<file path="config.mk">
export PLATFORM = sky130hd
export DESIGN_NAME = regfile_wb_arbiter
export DESIGN_NICKNAME = d
export VERILOG_FILES = /design/src/rtl/regfile_wb_pkg.sv /design/src/rtl/regfile_wb_arbiter_rr_arbiter.sv /design/src/rtl/regfile_wb_arbiter.sv
export SDC_FILE = /design/constraint.sdc
export NUM_CORES = 1
export LEC_CHECK = 0
export CAP_MARGIN = 10
export CORE_ASPECT_RATIO = 1.75
export CORE_UTILIZATION = 35
export CTS_BUF_LIST = sky130_fd_sc_hd__clkbuf_8
export DETAILED_ROUTE_END_ITERATION = 8
export PLACE_DENSITY_LB_ADDON = 0.25
export SKIP_CTS_REPAIR_TIMING = 1
export SLEW_MARGIN = 10
export SYNTH_ARGS = -nofsm -noshare
export SYNTH_HDL_FRONTEND = slang
export SYNTH_SLANG_ARGS = --single-unit
</file>
<file path="constraint.sdc">
create_clock -name clk -period 4.85 [get_ports clk]
set_clock_uncertainty 0.05 [all_clocks]
set_input_delay 0.97 -clock clk [delete_from_list [all_inputs] [get_ports clk]]
set_output_delay 0.97 -clock clk [all_outputs]
set_load 0.1 [all_outputs]
</file>
<file path="src/rtl/regfile_wb_pkg.sv">
// Shared constants, types and helpers for the register-file writeback arbiter.
package regfile_wb_pkg;

  localparam int DATA_WIDTH    = 32;
  localparam int ADDRESS_WIDTH = 5;
  localparam logic [4:0] REG_ZERO = 5'd0;

  // One writeback request as seen by the register file write port.
  typedef struct packed {
    logic [ADDRESS_WIDTH-1:0] dest;
    logic [DATA_WIDTH-1:0]    data;
  } wb_req_t;

  // Round-robin successor: (ptr + 1) mod n, without a divider.
  function automatic int unsigned rr_next(input int unsigned ptr, input int unsigned n);
    if (ptr + 32'd1 >= n) begin
      return 32'd0;
    end else begin
      return ptr + 32'd1;
    end
  endfunction

endpackage

</file>
<file path="src/rtl/regfile_wb_arbiter_rr_arbiter.sv">
// Purely combinational round-robin arbiter: rotates the request vector so
// that index ptr sits at bit 0, isolates the lowest set bit, and rotates the
// one-hot result back. ptr must be below N.
module rr_arbiter #(
  parameter int N     = 3,
  parameter int PTR_W = (N > 1) ? $clog2(N) : 1
) (
  input  logic [N-1:0]     req,
  input  logic [PTR_W-1:0] ptr,
  output logic [N-1:0]     grant
);

  logic [N-1:0] req_rot;
  logic [N-1:0] gnt_rot;

  // Rotate, pick the first requester at or after ptr, rotate back.
  always_comb begin
    req_rot = N'({req, req} >> ptr);
    gnt_rot = req_rot & (~req_rot + N'(1));
    grant   = N'({gnt_rot, gnt_rot} << ptr >> N);
  end

endmodule

</file>
<file path="src/rtl/regfile_wb_arbiter.sv">
// Writeback arbiter sharing the single register-file write port between
// NUM_REQ sources. Round-robin grant with valid/ready handshake, one-cycle
// registered issue stage, x0 write suppression and a saturating conflict
// counter.
// Optional feature: define REGFILE_WB_ARB_FWD_EN to add the decode bypass
// ports (fwd_rd_addr1/2, fwd_hit1/2, fwd_data).
module regfile_wb_arbiter
  import regfile_wb_pkg::*;
#(
  parameter int DATA_WIDTH    = regfile_wb_pkg::DATA_WIDTH,
  parameter int ADDRESS_WIDTH = regfile_wb_pkg::ADDRESS_WIDTH,
  parameter int NUM_REQ       = 3,
  parameter int CNT_WIDTH     = 16
) (
  input  logic                              clk,
  input  logic                              rst,
  input  logic [NUM_REQ-1:0]                req_valid,
  input  logic [NUM_REQ*ADDRESS_WIDTH-1:0]  req_dest,
  input  logic [NUM_REQ*DATA_WIDTH-1:0]     req_data,
  output logic [NUM_REQ-1:0]                req_ready,
  output logic                              rg_wrt_en,
  output logic [ADDRESS_WIDTH-1:0]          rg_wrt_dest,
  output logic [DATA_WIDTH-1:0]             rg_wrt_data,
  output logic [CNT_WIDTH-1:0]              arb_conflict_cnt
`ifdef REGFILE_WB_ARB_FWD_EN
  ,
  input  logic [ADDRESS_WIDTH-1:0]          fwd_rd_addr1,
  input  logic [ADDRESS_WIDTH-1:0]          fwd_rd_addr2,
  output logic                              fwd_hit1,
  output logic                              fwd_hit2,
  output logic [DATA_WIDTH-1:0]             fwd_data
`endif
);

  localparam int PTR_W = (NUM_REQ > 1) ? $clog2(NUM_REQ) : 1;

  logic [PTR_W-1:0]         rr_ptr_q, rr_ptr_d;
  logic                     rg_wrt_en_q, rg_wrt_en_d;
  logic [ADDRESS_WIDTH-1:0] rg_wrt_dest_q, rg_wrt_dest_d;
  logic [DATA_WIDTH-1:0]    rg_wrt_data_q, rg_wrt_data_d;
  logic [CNT_WIDTH-1:0]     conflict_cnt_q, conflict_cnt_d;

  logic [NUM_REQ-1:0]       grant_s;
  logic                     handshake_s;
  logic                     conflict_s;
  logic [PTR_W-1:0]         win_idx_s;
  logic [ADDRESS_WIDTH-1:0] win_dest_s;
  logic [DATA_WIDTH-1:0]    win_data_s;

  rr_arbiter #(
    .N     (NUM_REQ),
    .PTR_W (PTR_W)
  ) u_rr_arbiter (
    .req   (req_valid),
    .ptr   (rr_ptr_q),
    .grant (grant_s)
  );

  // Grant is masked during reset so nothing handshakes while the block is held.
  always_comb begin
    req_ready   = rst ? '0 : grant_s;
    handshake_s = |req_ready;
    conflict_s  = ($countones(req_valid) >= 32'd2);
  end

  // One-hot mux of the winner's index, destination and data.
  always_comb begin
    win_idx_s  = '0;
    win_dest_s = '0;
    win_data_s = '0;
    for (int i = 0; i < NUM_REQ; i++) begin
      win_idx_s  = win_idx_s  | (req_ready[i] ? PTR_W'(i) : '0);
      win_dest_s = win_dest_s | (req_ready[i] ? req_dest[i*ADDRESS_WIDTH +: ADDRESS_WIDTH] : '0);
      win_data_s = win_data_s | (req_ready[i] ? req_data[i*DATA_WIDTH +: DATA_WIDTH] : '0);
    end
  end

  // Next state: pointer advance, issue-stage load and saturating counter.
  always_comb begin
    rr_ptr_d       = rr_ptr_q;
    rg_wrt_en_d    = 1'b0;
    rg_wrt_dest_d  = rg_wrt_dest_q;
    rg_wrt_data_d  = rg_wrt_data_q;
    conflict_cnt_d = conflict_cnt_q;
    if (handshake_s) begin
      rr_ptr_d      = PTR_W'(rr_next(32'(win_idx_s), NUM_REQ));
      rg_wrt_en_d   = (win_dest_s != ADDRESS_WIDTH'(REG_ZERO));
      rg_wrt_dest_d = win_dest_s;
      rg_wrt_data_d = win_data_s;
    end else begin
      rg_wrt_en_d   = 1'b0;
    end
    if (conflict_s && (conflict_cnt_q != '1)) begin
      conflict_cnt_d = conflict_cnt_q + CNT_WIDTH'(1);
    end else begin
      conflict_cnt_d = conflict_cnt_q;
    end
  end

  // State registers with synchronous reset; a write accepted under reset is dropped.
  always_ff @(posedge clk) begin
    if (rst) begin
      rr_ptr_q       <= '0;
      rg_wrt_en_q    <= 1'b0;
      rg_wrt_dest_q  <= '0;
      rg_wrt_data_q  <= '0;
      conflict_cnt_q <= '0;
    end else begin
      rr_ptr_q       <= rr_ptr_d;
      rg_wrt_en_q    <= rg_wrt_en_d;
      rg_wrt_dest_q  <= rg_wrt_dest_d;
      rg_wrt_data_q  <= rg_wrt_data_d;
      conflict_cnt_q <= conflict_cnt_d;
    end
  end

  assign rg_wrt_en        = rg_wrt_en_q;
  assign rg_wrt_dest      = rg_wrt_dest_q;
  assign rg_wrt_data      = rg_wrt_data_q;
  assign arb_conflict_cnt = conflict_cnt_q;

`ifdef REGFILE_WB_ARB_FWD_EN
  // Bypass a write that is issued but not yet captured by the register file.
  always_comb begin
    fwd_hit1 = rg_wrt_en_q && (rg_wrt_dest_q == fwd_rd_addr1)
               && (fwd_rd_addr1 != ADDRESS_WIDTH'(REG_ZERO));
    fwd_hit2 = rg_wrt_en_q && (rg_wrt_dest_q == fwd_rd_addr2)
               && (fwd_rd_addr2 != ADDRESS_WIDTH'(REG_ZERO));
    fwd_data = rg_wrt_data_q;
  end
`endif

endmodule
</file>
Word-level counts from Yosys, hierarchy flattened
Index checks and enable logic that the tools add are counted.

Bits of input ports: 116. Flip-flop bits (word level): 56. Output and inout bits: 57. Logic and storage cells: 37.

Mux-type cells: 10. Reductions and logical operators: 4. $lt $le $gt $ge: 2. $add $sub $neg: 5. Bitwise operators: 8. Eq/ne operators: 1. Shift operators: 2.

Operators with widths (count): two-way mux 32 bit (3); bitwise OR 32 bit (2); adder 16 x 1 -> 16 bit, second input constant (1); != test 16 bit, second input constant (1); two-way mux 5 bit (3); bitwise OR 5 bit (2); >= comparator 3 x 2 -> 1 bit, second input constant (2); << shifter 6 x 2 -> 6 bit (1); >> shifter 6 x 2 -> 3 bit (1); nonzero test 5 bit (1); two-way mux 2 bit (2); adder 2 x 1 -> 3 bit (1); adder 2 x 1 -> 3 bit, second input constant (1); adder 3 x 1 -> 3 bit, second input constant (1); AND 3 bit (1); two-way mux 3 bit (1); NOT 3 bit (1); OR reduction 3 bit (1); adder 1 x 1 -> 2 bit (1); bitwise OR 1 x 2 -> 2 bit (1); OR reduction 2 bit (1); logical AND 1 bit (1); two-way mux 1 bit (1); NOT 1 bit (1).

Depth between registers and ports, before layout
Depth after elaboration: 11. Mapped depth: 8. Mapped depth without buffers: 6.

By module
Synthesis repeated with hierarchy kept, for this count alone.

Cells, all modules: 301. Area, all modules: 2930.3 um2.

Modules (own cells, without submodules): regfile_wb_arbiter (instances 1, area an instance 2859.0 um2, cells each 291, seq. area each 1121.1 um2); rr_arbiter (instances 1, area an instance 71.3 um2, cells each 10, seq. area each 0.0 um2).

Worst setup path before layout
Ideal clock, no wire load.

Path type: input to output. From: input port req_valid[1]. To: output port req_ready[1]. Slack: 1.314 ns. Arrival: 2.516 ns. Required time: 3.830 ns. Buffers on the path: 2. Cell stages on the path: 5. Cell sequence: buf_2 nor2b_1 nand2_1 nor2_1 clkbuf_1.

Word-level cells in the longest chain between the ends: 6.

RTL lines: from (decl) (RTL line regfile_wb_arbiter.sv:17) `input logic [NUM_REQ-1:0] req_valid,`; >> shifter 6 x 2 -> 3 bit (*) (RTL line regfile_wb_arbiter_rr_arbiter.sv:18) `req_rot = N'({req, req} >> ptr);`; NOT 3 bit (RTL line regfile_wb_arbiter_rr_arbiter.sv:19) `gnt_rot = req_rot & (~req_rot + N'(1));`; adder 3 x 1 -> 3 bit (RTL line regfile_wb_arbiter_rr_arbiter.sv:19); AND 3 bit (*) (RTL line regfile_wb_arbiter_rr_arbiter.sv:19); << shifter 6 x 2 -> 6 bit (*) (RTL line regfile_wb_arbiter_rr_arbiter.sv:20) `grant = N'({gnt_rot, gnt_rot} << ptr >> N);`; two-way mux 3 bit (*) (RTL line regfile_wb_arbiter.sv:61) `req_ready = rst ? '0 : grant_s;`; to (decl) (RTL line regfile_wb_arbiter.sv:20) `output logic [NUM_REQ-1:0] req_ready,`.

Mark *: on every way between the ends. The rest lies on a longest branch, timed or not.

Final worst setup path
Same ends and word-level chain as after synthesis.

==> summary.md <==
| Metric | Value |
|---|---|
| Ys Warns | `0` |
| Critical Path Fanout Max | `39` |
| Seq/Total Area, Yosys | `41.7%` |
| CP endpoint kind | `primary output` |
| Antenna Diode Count | `0` |
| # setup viols final | `0` |
| Slowest-stage cell, CP | `clkdlybuf4s50_1` |
| Io pins | `between 150 and 200` |
| Final Non-Filler Cells | `540` |
| Vias per inst | `5.59` |
| CORE AREA | `7510 sq um` |
| Power Density | `273 nW/um^2` |
| Post-place instance area | `~4400 sq um` |
| Reg power frac | `41.3%` |
| Routed WL | `8640 um` |
| Share of cells above drive strength 1 | `3.98%` |
| # H-tree levels | `2` |
| Top sig layer | `met4` |
| Netlist cell types | `48` |
| Inst Count DP | `between 500 and 600` |
| DR vias | `3021` |
| Initial DRC count | `215` |
| Gr ovfl total | `0` |
| Slew @ Worst Pin | `1.10 ns` |
| Final Total Pwr | `1.23 mW` |
| Gpl congestion | `approximately 0.82` |
| Hold Crit Class | `register to register` |
| Synth Flop Type | `dfxtp_1` |
| Delay of the slowest critical-path stage | `0.66 ns` |
| Pleak | `1.56 nW` |
| Clk buf depth | `2` |
| VDD IR max | `0.000126 V` |
| Comb power frac | `40.4%` |
| TritonCTS Buffers | `5` |
| Smallest hold slack | `0.417 ns` |
| WP data arrival | `2.65 ns` |
| Number of global-route vias before repair | `2925` |
| Antenna viol nets, final | `0` |
| Antenna violations before repair | `0` |
| DR DRC count | `0` |
| Unrepaired setup endpoints after global routing | `no` |
| Clock power frac | `18.3%` |
| Fin Setup TNS | `0 ns` |
| Root buffer cell | `clkbuf_8` |
| DRT Pass-1 Iters | `9` |
| Post-Place Setup Slack | `around 1.2 ns` |
| GRT Util Overall | `about 22%` |
| Psw | `about 0.47 mW` |
| Final nets | `around 570` |
| Num rows | `42` |
| Final worst slack | `about 1.2 ns` |
| Wire length on met3 | `575 um` |
| Area grow syn2layout | `67.8%` |
| #FFs+latches synth | `56` |
| CP cell instances | `clkdlybuf4s50_1 > nor2b_1 > nand2_1 > nor2_2 > buf_4 > buf_12` |
| CTS tree | `done` |
| Initial core utilization | `35.8%` |
| Top delay family on crit path | `buffers and inverters` |
| First-pass GRT wire length | `between 10000 and 15000 um` |
| Final hold vios | `0` |
| Sw Ratio | `38.1%` |
| Util after Layout | `60.1%` |
| Fmax | `272 MHz` |
| Port Buffers | `172` |
| Internal power | `0.763 mW` |
| Finished Cell Area | `4520 sq um` |
| Type of origin of the critical path | `input pin` |
| Outcome | `completed` |
| Crit share post-route | `75.7%` |
| Die area | `8060 sq um` |
| Clk Latency, worst-skew pair | `around 0.29 ns` |
| Mapped Nets | `approximately 420` |
| Critical path data required time | `3.83 ns` |
| Async SR Flop Fraction | `0%` |
| Syn avg cell area | `9.06 sq um` |
| Crit path time final | `3.67 ns` |
| Die width | `between 60 and 70 um` |
| Cell count after synthesis | `297` |
| Final Slew Violations | `0` |
| Largest net degree at the start of global routing | `65` |
| Max cap viols | `0` |
| CP Buf/Inv Count | `3` |
| DR WL/cell | `roughly 16 um` |
| Slew margin rel. | `a little over a quarter` |
| Die Span Y | `between 100 and 150 um` |
| Routed length on met2 | `4720 um` |
| TritonCTS Sinks | `56` |
| Wire length on met1 | `3110 um` |
| EDFF count, synth | `0` |
| Mapped cell area | `~2700 sq um` |
| CTS clk-pin slew, worst paths | `0.09 ns` |
| Hpwl dp | `6710 um` |
| Critical path class | `input pin to primary output` |
## tightest hold or removal path, delay by kind of cell (launching register included)
kind | cells | cell delay [ns]
simple gates | 1 | 0.05
compound gates | 1 | 0.05
flops | 1 | 0.32
## area by class of cell
class / instances / area (sq um)
Sequential cell: 56 / 1120
Timing Repair Buffer: 176 / 1780
Inverter: 2 / 7.51
Clock buffer: 5 / 68.8
Multi-Input combinational cell: 213 / 1430
Tap cell: 88 / 110
Fill cell: 693 / 3000
## power groups by stage
stage	clock network [mW]	registers [mW]	logic, mW
floorplan	0	0.719	0.119
global placement	0	0.518	0.496
detailed placement	0	0.519	0.499
CTS	0.237	0.509	0.500
global route	0.251	0.513	0.522
finish	0.226	0.509	0.498
## logic make-up (layout without fill, tap and decap cells)
| logic type | Yosys count | in the layout | synth area share, % |
|---|---|---|---|
| multiplexers | 1 | 1 | 0.372 |
| AND/OR/NAND/NOR | 99 | 99 | 17.4 |
| AO/OA/AOI/OAI | 98 | 98 | 30.1 |
| buffers and inverters | 28 | 183 | 5.30 |
| flip-flops | 56 | 56 | 41.7 |
| adder cells (fa/ha/maj) | 2 | 2 | 0.930 |
| XOR/XNOR | 13 | 13 | 4.23 |
## state kept, by name, indices dropped and copies added, names as in the netlist
name	flops
arb_conflict_cnt	16
rg_wrt_data	32
rg_wrt_en	1
rr_ptr_q	2
rg_wrt_dest	5
## cells in the mapped netlist (all sizes together) (2+ instances only)
cell / count / area share [%]
buf: 11 / 2.9
nand2: 11 / 1.5
and2: 4 / 0.93
a222oi: 35 / 13
nand3: 7 / 1.3
xor2: 6 / 2.0
o21ai: 2 / 0.37
o211ai: 3 / 0.84
inv: 2 / 0.28
xnor2: 7 / 2.3
o311ai: 2 / 0.65
dfxtp: 56 / 42
ha: 2 / 0.93
nor3: 3 / 0.74
nor2b: 4 / 0.93
clkbuf: 15 / 2.1
a21oi: 10 / 1.9
o2111ai: 2 / 0.65
a211oi: 34 / 9.5
nand4: 4 / 0.93
nand2b: 2 / 0.46
nor4b: 2 / 0.88
nor2: 55 / 7.7
## placed cells by master (no fill, tap or decap), types with 3 or more instances in the layout
cell | Yosys | layout
buf_12 | 0 | 3
xnor2_1 | 7 | 7
nand4_1 | 4 | 4
nor2_1 | 55 | 54
buf_4 | 2 | 4
nand3_1 | 7 | 7
a222oi_1 | 35 | 35
o211ai_1 | 3 | 3
a21oi_1 | 10 | 10
clkdlybuf4s50_1 | 0 | 168
dfxtp_1 | 56 | 56
nand2_1 | 11 | 11
nor2b_1 | 4 | 4
and2_1 | 3 | 3
clkbuf_8 | 0 | 5
xor2_1 | 6 | 6
a211oi_1 | 34 | 34
## per-layer routing
layer | vias to the layer above | global-route usage [%]
met5 | - | 0
met4 | 0 | 8.59
met3 | 14 | 5.04
met2 | 138 | 38.6
met1 | 1387 | 24.1
li1 | 1482 | -
## path summary, 6_finish.rpt
path               endpoint            from  slack [ns]  cells past startpoint
min          rg_wrt_dest[3]  rg_wrt_dest[3]        0.42                      2
min reg2reg  rg_wrt_dest[3]  rg_wrt_dest[3]        0.42                      2
max            req_ready[1]    req_valid[1]        1.18                      6
max reg2reg       rg_wrt_en     rr_ptr_q[1]        2.71                      6
Note: power is estimated with default switching activity, not from simulation.
